### src/rtl/logic_unit_pipe.sv
// -----------------------------------------------------------------------------
// logic_unit_pipe
//
// Two-stage pipelined bitwise logic unit with an internal accumulator for
// chained multi-operand reductions. Eight bitwise operations are selected per
// transaction. Input and output use valid/ready handshakes with full
// back-pressure.
//
// Optional feature (compile-time macro LOGIC_UNIT_POPCOUNT_EN):
//   adds out_popcount, the number of 1 bits in out_result, registered with it.
//
// Parameters:
//   WIDTH     operand/result width in bits (>= 1)
//   ACC_INIT  reset and clear value of the accumulator
//
// Ports:
//   clock         rising-edge clock
//   reset_n       asynchronous active-low reset
//   in_valid      input transaction valid
//   in_ready      unit can accept input this cycle
//   in_op         operation select:
//                   000 AND, 001 OR, 010 XOR, 011 NOR,
//                   100 NAND, 101 XNOR, 110 ANDN (A & ~B), 111 PASSA
//   in_a          operand A
//   in_b          operand B
//   in_chain      use accumulator in place of in_a
//   in_clear      load ACC_INIT into accumulator before A is selected
//   out_valid     result valid
//   out_ready     downstream accepts result
//   out_result    operation result
//   out_popcount  number of 1 bits in out_result (optional)
//   out_zero      out_result == 0
// -----------------------------------------------------------------------------
module logic_unit_pipe #(
    parameter int unsigned      WIDTH    = 32,
    parameter logic [WIDTH-1:0] ACC_INIT = '0
) (
    input  logic                        clock,
    input  logic                        reset_n,
    input  logic                        in_valid,
    output logic                        in_ready,
    input  logic [2:0]                  in_op,
    input  logic [WIDTH-1:0]            in_a,
    input  logic [WIDTH-1:0]            in_b,
    input  logic                        in_chain,
    input  logic                        in_clear,
    output logic                        out_valid,
    input  logic                        out_ready,
    output logic [WIDTH-1:0]            out_result,
`ifdef LOGIC_UNIT_POPCOUNT_EN
    output logic [$clog2(WIDTH+1)-1:0]  out_popcount,
`endif
    output logic                        out_zero
);

    typedef enum logic [2:0] {
        OpAnd   = 3'b000,
        OpOr    = 3'b001,
        OpXor   = 3'b010,
        OpNor   = 3'b011,
        OpNand  = 3'b100,
        OpXnor  = 3'b101,
        OpAndn  = 3'b110,
        OpPassA = 3'b111
    } op_e;

    function automatic logic [WIDTH-1:0] f_logic_op(
        input logic [2:0]       op,
        input logic [WIDTH-1:0] a,
        input logic [WIDTH-1:0] b
    );
        logic [WIDTH-1:0] res;
        res = '0;
        unique case (op_e'(op))
            OpAnd:   res = a & b;
            OpOr:    res = a | b;
            OpXor:   res = a ^ b;
            OpNor:   res = ~(a | b);
            OpNand:  res = ~(a & b);
            OpXnor:  res = ~(a ^ b);
            OpAndn:  res = a & ~b;
            OpPassA: res = a;
        endcase
        return res;
    endfunction

`ifdef LOGIC_UNIT_POPCOUNT_EN
    localparam int unsigned PCW = $clog2(WIDTH + 1);

    function automatic logic [PCW-1:0] f_popcount(input logic [WIDTH-1:0] v);
        logic [PCW-1:0] cnt;
        cnt = '0;
        for (int i = 0; i < WIDTH; i++) begin
            cnt = cnt + PCW'(v[i]);
        end
        return cnt;
    endfunction
`endif

    // Stage 1: captured transaction
    logic             r_s1_valid;
    logic [2:0]       r_s1_op;
    logic [WIDTH-1:0] r_s1_a;
    logic [WIDTH-1:0] r_s1_b;
    logic             r_s1_chain;
    logic             r_s1_clear;

    // Stage 2: registered result
    logic             r_s2_valid;
    logic [WIDTH-1:0] r_result;
    logic             r_zero;
`ifdef LOGIC_UNIT_POPCOUNT_EN
    logic [PCW-1:0]   r_popcount;
`endif

    logic [WIDTH-1:0] r_acc;

    logic             w_s2_free;
    logic             w_s1_move;
    logic             w_in_fire;
    logic [WIDTH-1:0] w_eff_a;
    logic [WIDTH-1:0] w_result;

    // Flow control. in_ready is combinational from out_ready so a full,
    // draining pipe keeps accepting without a bubble.
    assign w_s2_free = ~r_s2_valid | out_ready;
    assign w_s1_move = r_s1_valid & w_s2_free;
    assign in_ready  = ~r_s1_valid | w_s1_move;
    assign w_in_fire = in_valid & in_ready;

    // Effective A. The accumulator always holds the newest result to enter
    // S2, and the result is computed at the S2 load, so a chained op sitting
    // in S1 sees its predecessor's result without any stall.
    always_comb begin
        w_eff_a = r_s1_a;
        if (r_s1_chain) begin
            w_eff_a = r_s1_clear ? ACC_INIT : r_acc;
        end
    end

    assign w_result = f_logic_op(r_s1_op, w_eff_a, r_s1_b);

    // Stage 1 valid
    always_ff @(posedge clock or negedge reset_n) begin
        if (!reset_n) begin
            r_s1_valid <= 1'b0;
        end else if (w_in_fire) begin
            r_s1_valid <= 1'b1;
        end else if (w_s1_move) begin
            r_s1_valid <= 1'b0;
        end
    end

    // Stage 1 payload
    always_ff @(posedge clock or negedge reset_n) begin
        if (!reset_n) begin
            r_s1_op    <= '0;
            r_s1_a     <= '0;
            r_s1_b     <= '0;
            r_s1_chain <= 1'b0;
            r_s1_clear <= 1'b0;
        end else if (w_in_fire) begin
            r_s1_op    <= in_op;
            r_s1_a     <= in_a;
            r_s1_b     <= in_b;
            r_s1_chain <= in_chain;
            r_s1_clear <= in_clear;
        end
    end

    // Stage 2 valid: filled by an S1 transfer, emptied by a downstream accept
    always_ff @(posedge clock or negedge reset_n) begin
        if (!reset_n) begin
            r_s2_valid <= 1'b0;
        end else if (w_s1_move) begin
            r_s2_valid <= 1'b1;
        end else if (out_ready) begin
            r_s2_valid <= 1'b0;
        end
    end

    // Stage 2 result; held while stalled
    always_ff @(posedge clock or negedge reset_n) begin
        if (!reset_n) begin
            r_result <= '0;
            r_zero   <= 1'b1;
        end else if (w_s1_move) begin
            r_result <= w_result;
            r_zero   <= ~|w_result;
        end
    end

`ifdef LOGIC_UNIT_POPCOUNT_EN
    always_ff @(posedge clock or negedge reset_n) begin
        if (!reset_n) begin
            r_popcount <= '0;
        end else if (w_s1_move) begin
            r_popcount <= f_popcount(w_result);
        end
    end

    assign out_popcount = r_popcount;
`endif

    // Accumulator: a clear is subsumed here because the write-back of the
    // new result overwrites the cleared value in the same transfer.
    always_ff @(posedge clock or negedge reset_n) begin
        if (!reset_n) begin
            r_acc <= ACC_INIT;
        end else if (w_s1_move) begin
            r_acc <= w_result;
        end
    end

    assign out_valid  = r_s2_valid;
    assign out_result = r_result;
    assign out_zero   = r_zero;

endmodule

### config.mk
export PLATFORM = sky130hd
export DESIGN_NAME = logic_unit_pipe
export DESIGN_NICKNAME = d
export VERILOG_FILES = /design/src/rtl/logic_unit_pipe.sv
export SDC_FILE = /design/constraint.sdc
export NUM_CORES = 1
export LEC_CHECK = 0
export ABC_AREA = 0
export CAP_MARGIN = 5
export CORE_ASPECT_RATIO = 0.8
export CORE_MARGIN = 4
export CORE_UTILIZATION = 30
export CTS_BUF_LIST = sky130_fd_sc_hd__clkbuf_16
export DETAILED_ROUTE_END_ITERATION = 7
export SYNTH_ARGS = -nofsm -noshare
export SYNTH_HDL_FRONTEND = slang
export SYNTH_SLANG_ARGS = --single-unit
### constraint.sdc
create_clock -name clock -period 4.2 [get_ports clock]
set_clock_uncertainty 0.05 [all_clocks]
set_input_delay 1.05 -clock clock [delete_from_list [all_inputs] [get_ports clock]]
set_output_delay 1.05 -clock clock [all_outputs]
set_load 0.01 [all_outputs]
# ---- After elaboration in Yosys (flattened, before gate mapping)
# Index checks and enable logic that the tools add are counted.
dict set report word_totals {
  reg_bits 104
  in_bits 73
  word_cells 42
}
dict set report op_classes {
  n_eq_ne 7
  n_mux 7
  n_bitwise 14
  reduce_logical 5
}
# op count
set ops {}
lappend ops {{$pmux 32 s8} 1}
lappend ops {{$not 32->32} 4}
lappend ops {{$and 32x32->32} 2}
lappend ops {{$mux 32} 2}
lappend ops {{$or 32x32->32} 1}
lappend ops {{$reduce_or 32->1} 1}
lappend ops {{$xor 32x32->32} 1}
lappend ops {{$eq 3x3->1 const B} 4}
lappend ops {{$eq 3x2->1 const B} 2}
lappend ops {{$mux 1} 4}
lappend ops {{$reduce_bool 2->1} 2}
lappend ops {{$eq 3x1->1 const B} 1}
lappend ops {{$logic_not 3->1} 1}
lappend ops {{$and 1x1->1} 2}
lappend ops {{$not 1->1} 2}
lappend ops {{$or 1x1->1} 2}
lappend ops {{$logic_not 1->1} 1}

# ---- Depth between registers and ports, before layout
# Gate-level depths: netlist of the first run.
dict set report depth {
  ltp_word 7
  ltp_mapped 13
  depth_no_buf 11
}

# ---- Worst setup path before layout of the first run
# Ideal clock, no wire load.
dict set report synth_timing {
  path_kind {input-to-reg}
  from {input port out_ready}
  to {register r_s1_a[0]}
  setup_time_ns 0.125
  arrival_ns 2.392
  slack_ns 1.633
  cell_stages 5
  path_cell_list {nand3b_1 > nand2_1 > buf_2 > buf_1 > mux2_2}
}
dict set report synth_via {
  elab_chain_len 4
}
# item line_no
set synth_rtl {}
lappend synth_rtl {{from (decl)} 48} ;# input logic out_ready,
lappend synth_rtl {{$or 1x1->1} 126} ;# assign w_s2_free = ~r_s2_valid | out_ready;
lappend synth_rtl {{$and 1x1->1} 127} ;# assign w_s1_move = r_s1_valid & w_s2_free;
lappend synth_rtl {{$or 1x1->1} 128} ;# assign in_ready = ~r_s1_valid | w_s1_move;
lappend synth_rtl {{$and 1x1->1} 129} ;# assign w_in_fire = in_valid & in_ready;
lappend synth_rtl {{to (signal assigned)} 164} ;# r_s1_a <= in_a;
lappend synth_rtl {{to (decl)} 103} ;# logic [WIDTH-1:0] r_s1_a;
# No other way between the ends.
# A chain may end at the register's enable or synchronous reset.

# ---- Worst setup path in the final report of the first run
dict set report layout_timing {
  from {input port out_ready}
  to {output port in_ready}
}
dict set report layout_via {
  elab_chain_len 3
}
# item line_no
set layout_rtl {}
lappend layout_rtl {{$or 1x1->1} 126}
lappend layout_rtl {{$and 1x1->1} 127}
lappend layout_rtl {{$or 1x1->1} 128}
lappend layout_rtl {{to (decl)} 41} ;# output logic in_ready,
# No other way between the ends.

==> results of run 1 <==
[synthesized netlist by cell type (all sizes together), types with 2 or more instances]
cell type,count,area share
nor2,39,0.019
o22ai,20,0.016
inv,66,0.032
nor2b,34,0.029
o22a,2,0.0023
o21ai,95,0.062
a211oi,28,0.028
a211o,5,0.0057
ha,96,0.16
buf,37,0.032
nand3,3,0.0020
nor4,2,0.0016
dfrtp,103,0.34
o31ai,3,0.0029
nand2b,9,0.0074
clkbuf,20,0.010
o211ai,6,0.0059
nor3,3,0.0020
mux2,74,0.11
nand3b,2,0.0020
a21oi,85,0.061
nand4,4,0.0033
a21o,9,0.0088
mux4,3,0.0088
o21a,4,0.0039
nand2,64,0.031
[layout make-up]
class / instances / area [um2] / area share
Clock buffer: 9 / 225 / 0.0243
Clock inverter: 7 / 97.6 / 0.0105
Timing Repair Buffer: 120 / 1200 / 0.130
Inverter: 66 / 248 / 0.0268
Sequential cell: 104 / 2610 / 0.282
Tap cell: 318 / 398 / 0.0430
Multi-Input combinational cell: 604 / 4480 / 0.484
[registers in the layout, indices dropped and copies added, names as in the netlist]
name,count
r_acc,32
r_s1_a,32
r_s1_b,32
r_s1_op,3
out_valid,1
out_zero,1
r_s1_chain,1
r_s1_clear,1
r_s1_valid,1
[how the worst max path moves through the flow]
stage | start | end
floorplan | out_ready | r_s1_a[0]$_DFFE_PN0P_
global placement | out_ready | in_ready
detailed placement | out_ready | in_ready
CTS | out_ready | in_ready
global route | out_ready | in_ready
finish | out_ready | in_ready
[worst reg2reg max path, delay by kind of cell (launching register included)]
kind	cells	cell delay [ns]
compound gates	5	0.93
fa+ha+maj	1	0.24
buf+inv	2	0.36
flops	1	0.41
simple gates	3	1.08
[power by group through the flow]
stage	sequential [mW]	combinational (mW)	clock, mW
after floorplan	1.43	1.15	0
after global placement	1.44	1.76	0
after detailed placement	1.45	1.80	0
after CTS	1.43	1.82	0.955
after global routing	1.47	2.04	0.992
final	1.43	1.80	0.917
[cells by family after synthesis]
| family | share of synthesized area |
|---|---|
| AOI/OAI and AO/OA | 0.203 |
| xor gates and xnor gates | 0.00115 |
| adders and majority gates | 0.157 |
| buffers and inverters | 0.0747 |
| DFF | 0.341 |
| muxes | 0.119 |
| and+or+nand+nor | 0.104 |
[metrics by stage]
stage	hold WS [ns]	worst slack [ns]	total power, mW	instance area, um2
final	0.451	0.820	4.15	9260
after global routing	0.470	0.750	4.49	9260
after CTS	0.457	0.814	4.21	9260
after detailed placement	0.437	0.825	3.25	8940
after global placement	0.430	0.822	3.21	8940
after floorplan	0.421	1.63	2.58	7640
[routing by layer]
layer,up-vias,wire length (um),GRT usage
li1,3025,-,-
met1,2837,10100,0.204
met2,130,8400,0.217
met3,16,1060,0.0387
met4,2,229,0.0310
met5,-,13,0
==> summary.txt, run 1 <==
Status
  – Outcome: completed

Synth
  – Synthesized flop and latch total: 104
  – Most used flip-flop cell after synthesis: dfrtp_1
  – Register area share after synthesis: 0.341
  – Syn_area_per_cell: 9.20 um2
  – Number of synthesized flops with an enable pin: 0
  – Async S/R FF share, synth: 1.00
  – Yosys warnings: 0
  – Synth Instances: 831
  – Cell Area, Synth: 7640 um2
  – Library cells used by synthesis: 48
  – Syn Nets: 1000

Placement
  – Placed cells: 1212
  – Detailed placer's ending HPWL: 14.3 mm
  – GPL Wtd Cong: 0.769
  – I/O Buffers: 107

Clock tree
  – Clock Latency Late Sink: 0.36 ns
  – Worst-path clk slew: 0.08 ns
  – Post CTS Setup Buffer Count: 0
  – CTS H-tree lvls: 3
  – Clock sinks: 104
  – Bufs on Longest Clock Path: 2
  – Post-CTS Resized: 0
  – Total CTS buffers: 9
  – Hold buffer count at cts: 0
  – CTS tree: yes
  – Root Driver: clkbuf_16

STA
  – Achievable Freq: 0.296 GHz
  – Setup TNS: 0 ns
  – Tcrit/Tclk final: 0.805
  – Final Max Tran Viols: 0
  – Final Hold Fails: 0
  – Worst-Margin Slew: 0.907 ns
  – Final setup violation count: 0
  – Slew margin rel.: 0.396
  – RSZ-0062 raised after global routing: no
  – Min Tclk post-route: 3.38 ns

Global route
  – Largest net degree at the start of global routing: 90
  – Vias in the first global route: 5991
  – Tot GR Track Use: 0.143
  – First-pass GRT wire length: 32.1 mm
  – GRT Residual Overflow: 0
  – Initial antenna violation count: 1

Worst setup path
  – Critical R2R Launch: r_s1_clear$_DFFE_PN0P_
  – WP data arrival: 2.28 ns
  – Critical Path End Type: output pin
  – Critical path class: in2out
  – CP Max Fanout: 3
  – Critical-path top delay cell: clkdlybuf4s50_1
  – Reg2Reg Depth: 11
  – Slowest cell delay on critical path: 0.57 ns
  – CP dominant cell by count: clkdlybuf4s50_1
  – R2r setup slk: 1.07 ns
  – Startpoint types: input port
  – Crit-path cells: clkdlybuf4s50_1 > nand3b_1 > clkdlybuf4s50_1
  – CP top delay family: buffers and inverters
  – Crit. path cell count: 3
  – Worst path required time: 3.10 ns
  – Reg-to-reg endpoint: out_zero$_DFFE_PN1P_
  – Bufs and invs on worst path: 2

Hold path
  – Min-Delay Path Class: reg2reg
  – Hold_sp: r_s1_a[22]$_DFFE_PN0P_
  – Hold EP: r_s1_a[22]$_DFFE_PN0P_
  – Hold depth: 1

Die
  – Die W: 186 um
  – Die Y: 151 um
  – Initial Utilization: 0.309
  – I/O Pins: 108
  – Row count: 51
  – Core area: 24700 um2
  – Die ar.: 28100 um2

Finish
  – Number of diodes: 0
  – Net count, final: 1074
  – Final core occ: 0.375
  – Most frequent cells in the layout: clkdlybuf4s50_1 (106), dfrtp_1 (102), ha_1 (96), o21ai_0 (94), a21oi_1 (75)
  – Layout cells sized above 1: 0.137
  – Fill count: 2450
  – Non-filler cells, final: 1228
  – Area Overhead vs Synth: 21.2%
  – Most common cell after layout, fill and taps aside: clkdlybuf4s50_1

Detailed routing
  – Via total after detailed routing: 6010
  – Drt first-iter violations: 279
  – DRC errors left: 0
  – Mean routed wirelength per cell: 16.2 um
  – Via density: 4.89
  – Drt pass-1 iters: 5
  – Post-Route WL: 19.8 mm
  – ANT nets after route: 0

Power and ir drop
  – Switching share of power: 0.385
  – Sequential Power Share: 0.345
  – Leakage: 4.14 nW
  – Max VDD drop: 0.000264 V
  – Clk pwr share: 0.221
  – Pwr dens: 448 nW/um2
  – NetSw: 1.60 mW
  – P_int: 2.55 mW
  – Combinational power share: 0.433

Flow run
  – Max cap viols: 0
No activity file was read; power rests on OpenSTA's default activity.
==> run 2, diff against run 1 <==
==> constraint.sdc (replaced) <==
create_clock -name clock -period 3.42 [get_ports clock]
set_clock_uncertainty 0.05 [all_clocks]
set_input_delay 0.855 -clock clock [delete_from_list [all_inputs] [get_ports clock]]
set_output_delay 0.855 -clock clock [all_outputs]
set_load 0.01 [all_outputs]
==> summary.txt, run 2 (synthesis gave the netlist of run 1 again) <==
Detailed routing
  – Via total after detailed routing: 6084
  – Mean routed wirelength per cell: 16.3 um
  – Via density: 4.92
  – ANT nets after route: 0
  – DRC errors left: 0
  – Drt first-iter violations: 357
  – Post-Route WL: 20.1 mm
  – Drt pass-1 iters: 5

Placement
  – GPL Wtd Cong: 0.787
  – I/O Buffers: 107
  – Placed cells: 1220
  – Setup Slack @ Placement: 0.297 ns
  – Detailed placer's ending HPWL: 14.7 mm
  – Post-DP Area: 9020 um2

Finish
  – Multi-input combinational cell area: 4480 um2
  – Layout cells sized above 1: 0.144
  – Reg area: 2610 um2
  – Fin area: 9330 um2
  – Non-filler cells, final: 1236
  – Fill count: 2462
  – Number of diodes: 0
  – Area Overhead vs Synth: 22.1%
  – Most common cell after layout, fill and taps aside: clkdlybuf4s50_1
  – Top flop regs: r_acc: 32 flops, r_s1_a: 32 flops, r_s1_b: 32 flops
  – Net count, final: 1082
  – Most frequent cells in the layout: clkdlybuf4s50_1 (106), dfrtp_1 (102), ha_1 (96), o21ai_0 (94), a21oi_1 (75)

STA
  – Final Max Tran Viols: 0
  – Final setup violation count: 0
  – Achievable Freq: 0.317 GHz
  – Final Hold Fails: 0
  – Slew margin rel.: 0.379
  – Tcrit/Tclk final: 0.923
  – RSZ-0062 raised after global routing: no
  – Setup TNS: 0 ns
  – Hold_ws: 0.422 ns
  – Min Tclk post-route: 3.16 ns
  – Worst-Margin Slew: 0.932 ns
  – Final WS setup: 0.265 ns

Worst setup path
  – Critical path class: reg2reg
  – Crit-path cells: nor2b_4 > buf_4 > a21oi_1 > inv_1 > ha_1 > nand2b_1 > nand3_1 > o21ai_0 > o22a_1 > or4_1 > nor3_1 > a32o_1
  – Crit. Startpoint: r_s1_clear$_DFFE_PN0P_
  – CP Max Fanout: 8
  – Critical Path End Type: register
  – Critical R2R Launch: r_s1_clear$_DFFE_PN0P_
  – Critical-path top delay cell: or4_1
  – WP data arrival: 3.41 ns
  – Startpoint types: register
  – Slowest cell delay on critical path: 0.53 ns
  – Worst path required time: 3.68 ns

Clock tree
  – CTS H-tree lvls: 3
  – Bufs on Longest Clock Path: 2
  – Clock sinks: 104
  – Clock Latency Late Sink: 0.37 ns
  – CTS tree: yes
  – Hold buffer count at cts: 0
  – Post CTS Setup Buffer Count: 0
  – Total CTS buffers: 9
  – Post-CTS Resized: 0
  – Worst-path clk slew: 0.09 ns
  – Root Driver: clkbuf_16

Power and ir drop
  – Pwr dens: 547 nW/um2
  – Max VDD drop: 0.000287 V
  – Leakage: 4.17 nW

Global route
  – Largest net degree at the start of global routing: 79
  – First-pass GRT wire length: 32.6 mm
  – GRT Residual Overflow: 0
  – Initial antenna violation count: 0
  – Vias in the first global route: 5949
  – Tot GR Track Use: 0.145

Die
  – Initial Utilization: 0.309
  – Die Y: 151 um
  – Row count: 51
  – I/O Pins: 108
  – Core area: 24700 um2
  – Die ar.: 28100 um2
  – Die W: 186 um

Hold path
  – Min-Delay Path Class: in2async

Status
  – Outcome: completed

Flow run
  – Max cap viols: 0
run 2: stage by stage:
stage                      util  power [mW]
final                     0.378        5.10
after global routing      0.378        5.51
after CTS                 0.378        5.16
after detailed placement  0.365        4.03
after global placement    0.365        4.00
after floorplan               -        3.16
run 2: final timing paths:
kind / depth (start not counted) / end / slack [ns]
max reg2reg: 12 / out_zero$_DFFE_PN1P_ / 0.26
min in group clock: 1 / r_s1_a[19]$_DFFE_PN0P_ / 0.45
max: 12 / out_zero$_DFFE_PN1P_ / 0.26
min: 1 / r_s1_b[23]$_DFFE_PN0P_ / 0.42
max in group asynchronous: 2 / r_acc[14]$_DFFE_PN0P_ / 2.18
min reg2reg: 1 / r_s1_a[19]$_DFFE_PN0P_ / 0.45
run 2: critical path: cells and delay by family, from the launching register on:
family,cells,cell delay [ns]
buf+inv,2,0.32
compound gates,4,0.62
flops,1,0.41
fa+ha+maj,1,0.24
simple gates,5,1.46
run 2: power by group:
group	internal (mW)	switching, mW
combinational	1.06	1.17
sequential	1.50	0.275
clock	0.578	0.524
run 2: area by class of cell:
class / instances / share of cell area
clock buffers: 9 / 0.0241
multi-input cells: 604 / 0.480
well taps: 318 / 0.0427
repair buffers: 128 / 0.138
flip-flops and latches: 104 / 0.280
inverters: 66 / 0.0266
clock inverters: 7 / 0.00859
run 2: per-layer routing:
layer	routed length, um	vias up	global-route usage	share of wire
met2	8200	139	0.215	0.41
met4	225	0	0.0329	0.011
li1	-	3052	-	-
met1	10600	2877	0.211	0.52
met3	1140	16	0.0396	0.057
met5	0	-	0	0
==> run 3, diff against run 2 <==
--- a/config.mk
+++ b/config.mk
@@ -6,7 +6,7 @@
 export NUM_CORES = 1
 export LEC_CHECK = 0
 export ABC_AREA = 0
-export CAP_MARGIN = 5
+export CAP_MARGIN = 20
 export CORE_ASPECT_RATIO = 0.8
 export CORE_MARGIN = 4
 export CORE_UTILIZATION = 30
==> results of run 3 <==
Final layout, timing and power as in run 2 (identical DEF).
